<file path="src/rtl/objects_pkg.sv">
// Shared object-record types and the power-on contents of the object-state table.
package objects_pkg;

    localparam int FIELD_W    = 11;
    localparam int NUM_FIELDS = 5;
    localparam int F_IMG      = 0;
    localparam int F_X        = 1;
    localparam int F_Y        = 2;
    localparam int F_W        = 3;
    localparam int F_H        = 4;

    typedef logic [0:NUM_FIELDS-1][0:FIELD_W-1] obj_record_t;

    typedef enum logic {
        S_RUN,
        S_COMMIT
    } state_t;

    localparam obj_record_t DEFAULT_SLOT0 = {11'd0, 11'd272, 11'd380, 11'd64, 11'd64};

    // Slot 0 holds the player sprite at power-on; every other slot starts empty.
    function automatic obj_record_t default_table(input int slot);
        obj_record_t rec;
        rec = '0;
        if (slot == 0) begin
            rec = DEFAULT_SLOT0;
        end
        return rec;
    endfunction

endpackage

</file>
<file path="src/rtl/rr_arbiter.sv">
// Round-robin arbiter: one-hot grant to the first requester at or after the pointer.
// The pointer moves past the winner only when the grant is actually taken.
module rr_arbiter #(
    parameter int N     = 4,
    parameter int IDX_W = (N > 1) ? $clog2(N) : 1
) (
    input  logic             clk,
    input  logic             reset,
    input  logic [N-1:0]     req,
    input  logic             enable,
    input  logic             advance,
    output logic [N-1:0]     grant,
    output logic [IDX_W-1:0] grant_idx
);

    logic [IDX_W-1:0] ptr_q;
    logic [IDX_W-1:0] ptr_d;
    logic [IDX_W-1:0] cand;
    logic             found;

    always_comb begin
        found     = 1'b0;
        grant_idx = '0;
        cand      = '0;
        for (int k = 0; k < N; k++) begin
            cand = IDX_W'((int'(ptr_q) + k) % N);
            if (!found && req[cand]) begin
                found     = 1'b1;
                grant_idx = cand;
            end
        end

        grant = '0;
        if (enable && found) begin
            grant[grant_idx] = 1'b1;
        end

        ptr_d = ptr_q;
        if (advance) begin
            ptr_d = IDX_W'((int'(grant_idx) + 1) % N);
        end
    end

    always_ff @(posedge clk) begin
        if (reset) begin
            ptr_q <= '0;
        end else begin
            ptr_q <= ptr_d;
        end
    end

endmodule

</file>
<file path="src/rtl/object_table_arbiter.sv">
// Arbitrates controller writes into a shadow object table and commits it to the visible
// table once per frame, so the renderer only ever sees whole frames.
module object_table_arbiter
    import objects_pkg::*;
#(
    parameter int NUM_REQ   = 4,
    parameter int NUM_SLOTS = 3
) (
    input  logic                                              clk,
    input  logic                                              reset,
    input  logic                                              frame_start,
    input  logic                                              freeze,
    input  logic        [NUM_REQ-1:0]                         req_valid,
    input  logic        [NUM_REQ-1:0][3:0]                    req_slot,
    input  obj_record_t [NUM_REQ-1:0]                         req_record,
    output logic        [NUM_REQ-1:0]                         req_ready,
    output logic        [0:NUM_SLOTS*NUM_FIELDS-1][0:FIELD_W-1] table_state,
    output logic        [NUM_SLOTS-1:0]                       slot_dirty,
    output logic                                              commit_pulse,
    output logic                                              bad_slot_err
);

    localparam int IDX_W = (NUM_REQ > 1) ? $clog2(NUM_REQ) : 1;

    state_t               state_q;
    state_t               state_d;
    obj_record_t          shadow_q  [NUM_SLOTS];
    obj_record_t          shadow_d  [NUM_SLOTS];
    obj_record_t          visible_q [NUM_SLOTS];
    obj_record_t          visible_d [NUM_SLOTS];
    logic [NUM_SLOTS-1:0] dirty_q;
    logic [NUM_SLOTS-1:0] dirty_d;
    logic                 commit_q;
    logic                 err_q;
    logic                 err_d;

    logic                 grant_en;
    logic                 xfer;
    logic [IDX_W-1:0]     gnt_idx;
    logic [3:0]           wr_slot;
    obj_record_t          wr_rec;

    rr_arbiter #(
        .N     (NUM_REQ),
        .IDX_W (IDX_W)
    ) u_arb (
        .clk       (clk),
        .reset     (reset),
        .req       (req_valid),
        .enable    (grant_en),
        .advance   (xfer),
        .grant     (req_ready),
        .grant_idx (gnt_idx)
    );

    assign xfer    = |(req_ready & req_valid);
    assign wr_slot = req_slot[gnt_idx];
    assign wr_rec  = req_record[gnt_idx];

    // Grants are withheld on the frame_start cycle so nothing lands in the shadow
    // between the commit decision and the copy.
    always_comb begin
        state_d  = state_q;
        grant_en = 1'b0;
        case (state_q)
            S_RUN: begin
                grant_en = !freeze && !frame_start;
                if (frame_start) begin
                    state_d = S_COMMIT;
                end
            end
            S_COMMIT: begin
                state_d = S_RUN;
            end
            default: begin
                state_d = S_RUN;
            end
        endcase
    end

    always_comb begin
        shadow_d  = shadow_q;
        visible_d = visible_q;
        dirty_d   = dirty_q;
        err_d     = err_q;

        if (xfer) begin
            if (wr_slot >= 4'(NUM_SLOTS)) begin
                err_d = 1'b1;
            end
            for (int s = 0; s < NUM_SLOTS; s++) begin
                if (wr_slot == 4'(s)) begin
                    shadow_d[s] = wr_rec;
                    dirty_d[s]  = 1'b1;
                end
            end
        end

        if (state_q == S_COMMIT) begin
            visible_d = shadow_q;
            dirty_d   = '0;
        end
    end

    always_ff @(posedge clk) begin
        if (reset) begin
            state_q  <= S_RUN;
            dirty_q  <= '0;
            commit_q <= 1'b0;
            err_q    <= 1'b0;
            for (int s = 0; s < NUM_SLOTS; s++) begin
                shadow_q[s]  <= default_table(s);
                visible_q[s] <= default_table(s);
            end
        end else begin
            state_q   <= state_d;
            shadow_q  <= shadow_d;
            visible_q <= visible_d;
            dirty_q   <= dirty_d;
            commit_q  <= (state_q == S_COMMIT);
            err_q     <= err_d;
        end
    end

    always_comb begin
        table_state = '0;
        for (int s = 0; s < NUM_SLOTS; s++) begin
            for (int f = F_IMG; f <= F_H; f++) begin
                table_state[s*NUM_FIELDS + f] = visible_q[s][f];
            end
        end
    end

    assign slot_dirty   = dirty_q;
    assign commit_pulse = commit_q;
    assign bad_slot_err = err_q;

endmodule

</file>
<file path="config.mk">
export PLATFORM = sky130hd
export DESIGN_NAME = object_table_arbiter
export DESIGN_NICKNAME = d
export VERILOG_FILES = /design/src/rtl/objects_pkg.sv /design/src/rtl/rr_arbiter.sv /design/src/rtl/object_table_arbiter.sv
export SDC_FILE = /design/constraint.sdc
export NUM_CORES = 1
export LEC_CHECK = 0
export BUFFER_PORTS_ARGS = -buffer_cell sky130_fd_sc_hd__buf_2
export CAP_MARGIN = 15
export CORE_MARGIN = 2
export CORE_UTILIZATION = 51
export DETAILED_ROUTE_END_ITERATION = 6
export GPL_TIMING_DRIVEN = 0
export PLACE_DENSITY = 0.87
export SLEW_MARGIN = 30
export SYNTH_ARGS = -nofsm -noshare
export SYNTH_HDL_FRONTEND = slang
export SYNTH_HIERARCHICAL = 1
export SYNTH_SLANG_ARGS = --single-unit
export TNS_END_PERCENT = 1
</file>
<file path="constraint.sdc">
create_clock -name clk -period 3.5 [get_ports clk]
set_clock_uncertainty 0.1 [all_clocks]
set_input_delay 0.525 -clock clk [delete_from_list [all_inputs] [get_ports clk]]
set_output_delay 0.525 -clock clk [all_outputs]
set_load 0.005 [all_outputs]
</file>
==> results.txt <==
- The run finished with clean final reports.
- The first routing iteration left approximately 620 violations.
* Die Span Y: roughly 170 um
- Effective utilization at floorplan: around 52%
* Final-stage net count: around 2000
* Sinks on Clock Net: 338
- Type of the worst min-delay path: in2reg
- Drt first pass iters: 5
- Once placement finished, the instance area stood at between 15000 and 20000 um2.
* CP required: ~3.8 ns
- DRC Markers: 0
* Worst Tran Pin Value: about 0.9 ns
- Total vias in the final route: roughly 11000
- In this run the static leakage power is between 8 and 9 nW.
- TritonCTS built the clock tree.
- At the later pin of the worst-skew pair, clock insertion delay measures 0.50 ns.
- Clk pin slew, worst setup/hold paths: 0.06 ns
* Most common cell after layout, fill and taps aside: buf_2
- Along the worst path, the maximum fanout reaches 10.
- Number of distinct standard cells referenced by the synthesized netlist: 28
* Number of global-route vias before repair: around 12000
- Worst hold endpoint: u_arb/ptr_q[0]$_SDFFE_PP0P_
* Wire length of the first global-routing pass: approximately 65000 um
* Final Power: roughly 8.5 mW
- The number of max-slew violations in the final report was 0.
- Critical setup path kind: reg2reg
* Area inside the core boundary: between 20000 and 30000 um2
* Worst Hold Margin: approximately 0.12 ns
- CTS Hold Buffers Added: 0
* Largest vdd supply drop: 0.000305 V
- Number of antenna-violating nets in the routed design: 0
- Worst hold stages: 2
- Grt total ovfl: 0
- Largest buffer count on any clock path: 3
* R2R Setup Slk: about 0.21 ns
- Yosys printed 6 warnings.
- Start point of the worst hold path: reset
- For the worst setup path, the data arrival time is around 3.6 ns.
* Final critical delay including setup and external delays: 3.29 ns
- Summed over all layers, the routed wires come to roughly 43000 um.
- The worst register-to-register path ends at shadow_q[67]$_SDFFE_PP0P_.
- The number of nets handed over by synthesis was roughly 1500.
- H-Tree Level Count: 2
* R2R Path Start: u_arb/ptr_q[1]$_SDFFE_PP0P_
- Number of placement rows: between 50 and 60
- In this run the tool buffered the top-level ports with 417 buffer cells.
- Worst reg2reg path depth: 12
* Number of diodes: 0
* Detail-routed via count per cell: between 5 and 6
- For this run, the register share of the synthesized area comes to about half.
- The number of antenna violations at the first check in global routing was 1.
- Synthesis-stage register bit count: 338
- The finished cells cover about 17000 um2.
* Mean Syn Cell Area: about 11 um2
- Share of final-layout standard cells stronger than drive strength 1: around a third
* Max Clock Freq: around 0.30 GHz
- Global routing consumed, over all layers together, between 20% and 30% of the routing resources.
- Cell Pwr Density: between 400 and 500 nW/um2
* Die Outline Area: about 28000 um2
- Setup crit start kind: register
- Count of boundary I/O pins: between 400 and 500
- The tree is rooted in a clkbuf_16.
- Setup violations remaining at the end of the flow were counted as 0.
- Largest net degree at the start of global routing: 20
* Post-DP HPWL: around 32000 um
* Synthesized netlist cell count: 1269
* Highest-count cells in the layout ignoring fill and taps: 437 x buf_2, 338 x dfxtp_1, 332 x mux2i_1
- Dividing the detail-routed wire length by the instance count gives 20.5 um.
- The final critical path takes up a little over nine tenths of the cycle.
* MaxCap Viol Count: 0
* Final weighted congestion in routability-driven placement: between 0.8 and 0.9
- Area overhead of the layout relative to synthesis: 27.1%
- The floorplan step set the die width to 168 um.
- The count of final hold-check violations is 0.
- In this run the tightest slew margin relative to its limit is between 30% and 40%.
- The layout has about 2000 filler cells.
* Total standard cell area after synthesis: roughly 14000 um2
- Worst Setup End Kind: register
- Clock tree synthesis inserted a total of 36 buffers.
[layout make-up]
type | count | area [um2] | area share (%)
repair buffers | 422 | 2120 | 12.2
clock buffers | 48 | 1020 | 5.86
inverters | 8 | 30.0 | 0.173
flip-flops and latches | 338 | 6770 | 39.0
multi-input cells | 830 | 6410 | 36.9
clock inverters | 15 | 135 | 0.778
well taps | 335 | 419 | 2.41
plain buffers | 92 | 460 | 2.65
[metal layers]
metal | track usage (%) | vias to the layer above | wire length, um
li1 | - | 5233 | -
met1 | 35.7 | 5631 | 17200
met2 | 52.6 | 473 | 21500
met3 | 4.94 | 109 | 2470
met4 | 12.1 | 0 | 1690
met5 | 0 | - | 0
[kinds of logic (layout without fill, tap and decap cells)]
| family | count (synthesis) | in the layout | synth area share (%) |
|---|---|---|---|
| AND/OR/NAND/NOR | 422 | 422 | 11.8 |
| multiplexers | 390 | 390 | 33.9 |
| flip-flops | 338 | 338 | 49.5 |
| buffers and inverters | 101 | 585 | 3.57 |
| AO/OA/AOI/OAI | 14 | 14 | 0.788 |
| adder cells (fa/ha/maj) | 4 | 4 | 0.366 |
[cell usage after synthesis, drive strengths merged]
cell,instances,area [um2]
a211oi,1,12.5
a21boi,3,22.5
a21oi,4,20.0
a22o,1,8.76
a22oi,2,15.0
and2,5,31.3
buf,46,282
clkbuf,47,176
clkinv,1,3.75
dfxtp,338,6770
ha,4,50.1
inv,7,26.3
mux2i,332,3320
mux4,58,1310
nand2,224,841
nand2b,1,6.26
nand3,2,10.0
nand4,1,6.26
nor2,185,694
nor2b,2,12.5
nor3,2,15.0
o21a,1,7.51
o22a,1,10.0
o41a,1,11.3
[critical path: stages (launching register included)]
cell     delay [ns]
dfxtp_1        0.43
mux2i_1        0.22
nor2_1         0.09
nor3_4         0.31
inv_1          0.11
ha_1           0.21
and2_1         0.15
a22oi_1        0.23
nand2_1        0.21
nand4_1        0.23
buf_2          0.38
buf_4          0.31
mux2i_1        0.22
[repair_timing]
| action | 4_1_cts | 5_1_grt |
|---|---|---|
| setup buffers | 0 | 5 |
| pin swaps | 0 | 1 |
| gates resized for setup | 2 | 1 |
| endpoints found under the hold margin | 0 | 0 |
| endpoints found under the setup margin | 168 | 90 |
[power breakdown]
part           internal, mW  switching, mW  leakage (nW)
clock network          2.19           1.53         0.575
registers              3.87         0.0114          2.72
logic                 0.386          0.468          5.25
total                  6.45           2.01          8.55
[worst max path at each step]
stage                                            from                   endpoint  slack (ns)  cells past startpoint
after CTS                 u_arb/ptr_q[1]$_SDFFE_PP0P_  shadow_q[69]$_SDFFE_PP0P_        0.11                     12
after detailed placement           state_q$_SDFF_PP0_  shadow_q[69]$_SDFFE_PP0P_       -0.43                     12
after global routing      u_arb/ptr_q[1]$_SDFFE_PP0P_  shadow_q[81]$_SDFFE_PP0P_       -0.04                     12
after global placement             state_q$_SDFF_PP0_  shadow_q[73]$_SDFFE_PP0P_       -0.34                     12
after floorplan                          req_valid[2]  shadow_q[67]$_SDFFE_PP0P_        0.59                     12
final                     u_arb/ptr_q[1]$_SDFFE_PP0P_  shadow_q[67]$_SDFFE_PP0P_        0.21                     12
[state kept, by name, indices dropped and copies added, names as in the netlist]
register	cells
commit_pulse	1
state_q	1
slot_dirty	3
u_arb/ptr_q	2
table_state	165
bad_slot_err	1
shadow_q	165
[stage by stage]
stage          TNS [ns]  instances  util, %  worst slack [ns]
2_1_floorplan         0       1269        -             0.594
3_3_place_gp     -28.39       2021     61.7            -0.337
3_5_place_dp     -37.55       2021     61.7            -0.433
4_1_cts               0       2083     66.1             0.113
5_1_grt          -0.233       2088     66.3           -0.0353
6_report              0       2088     66.3             0.215
Power figures use the tool's default switching activity.
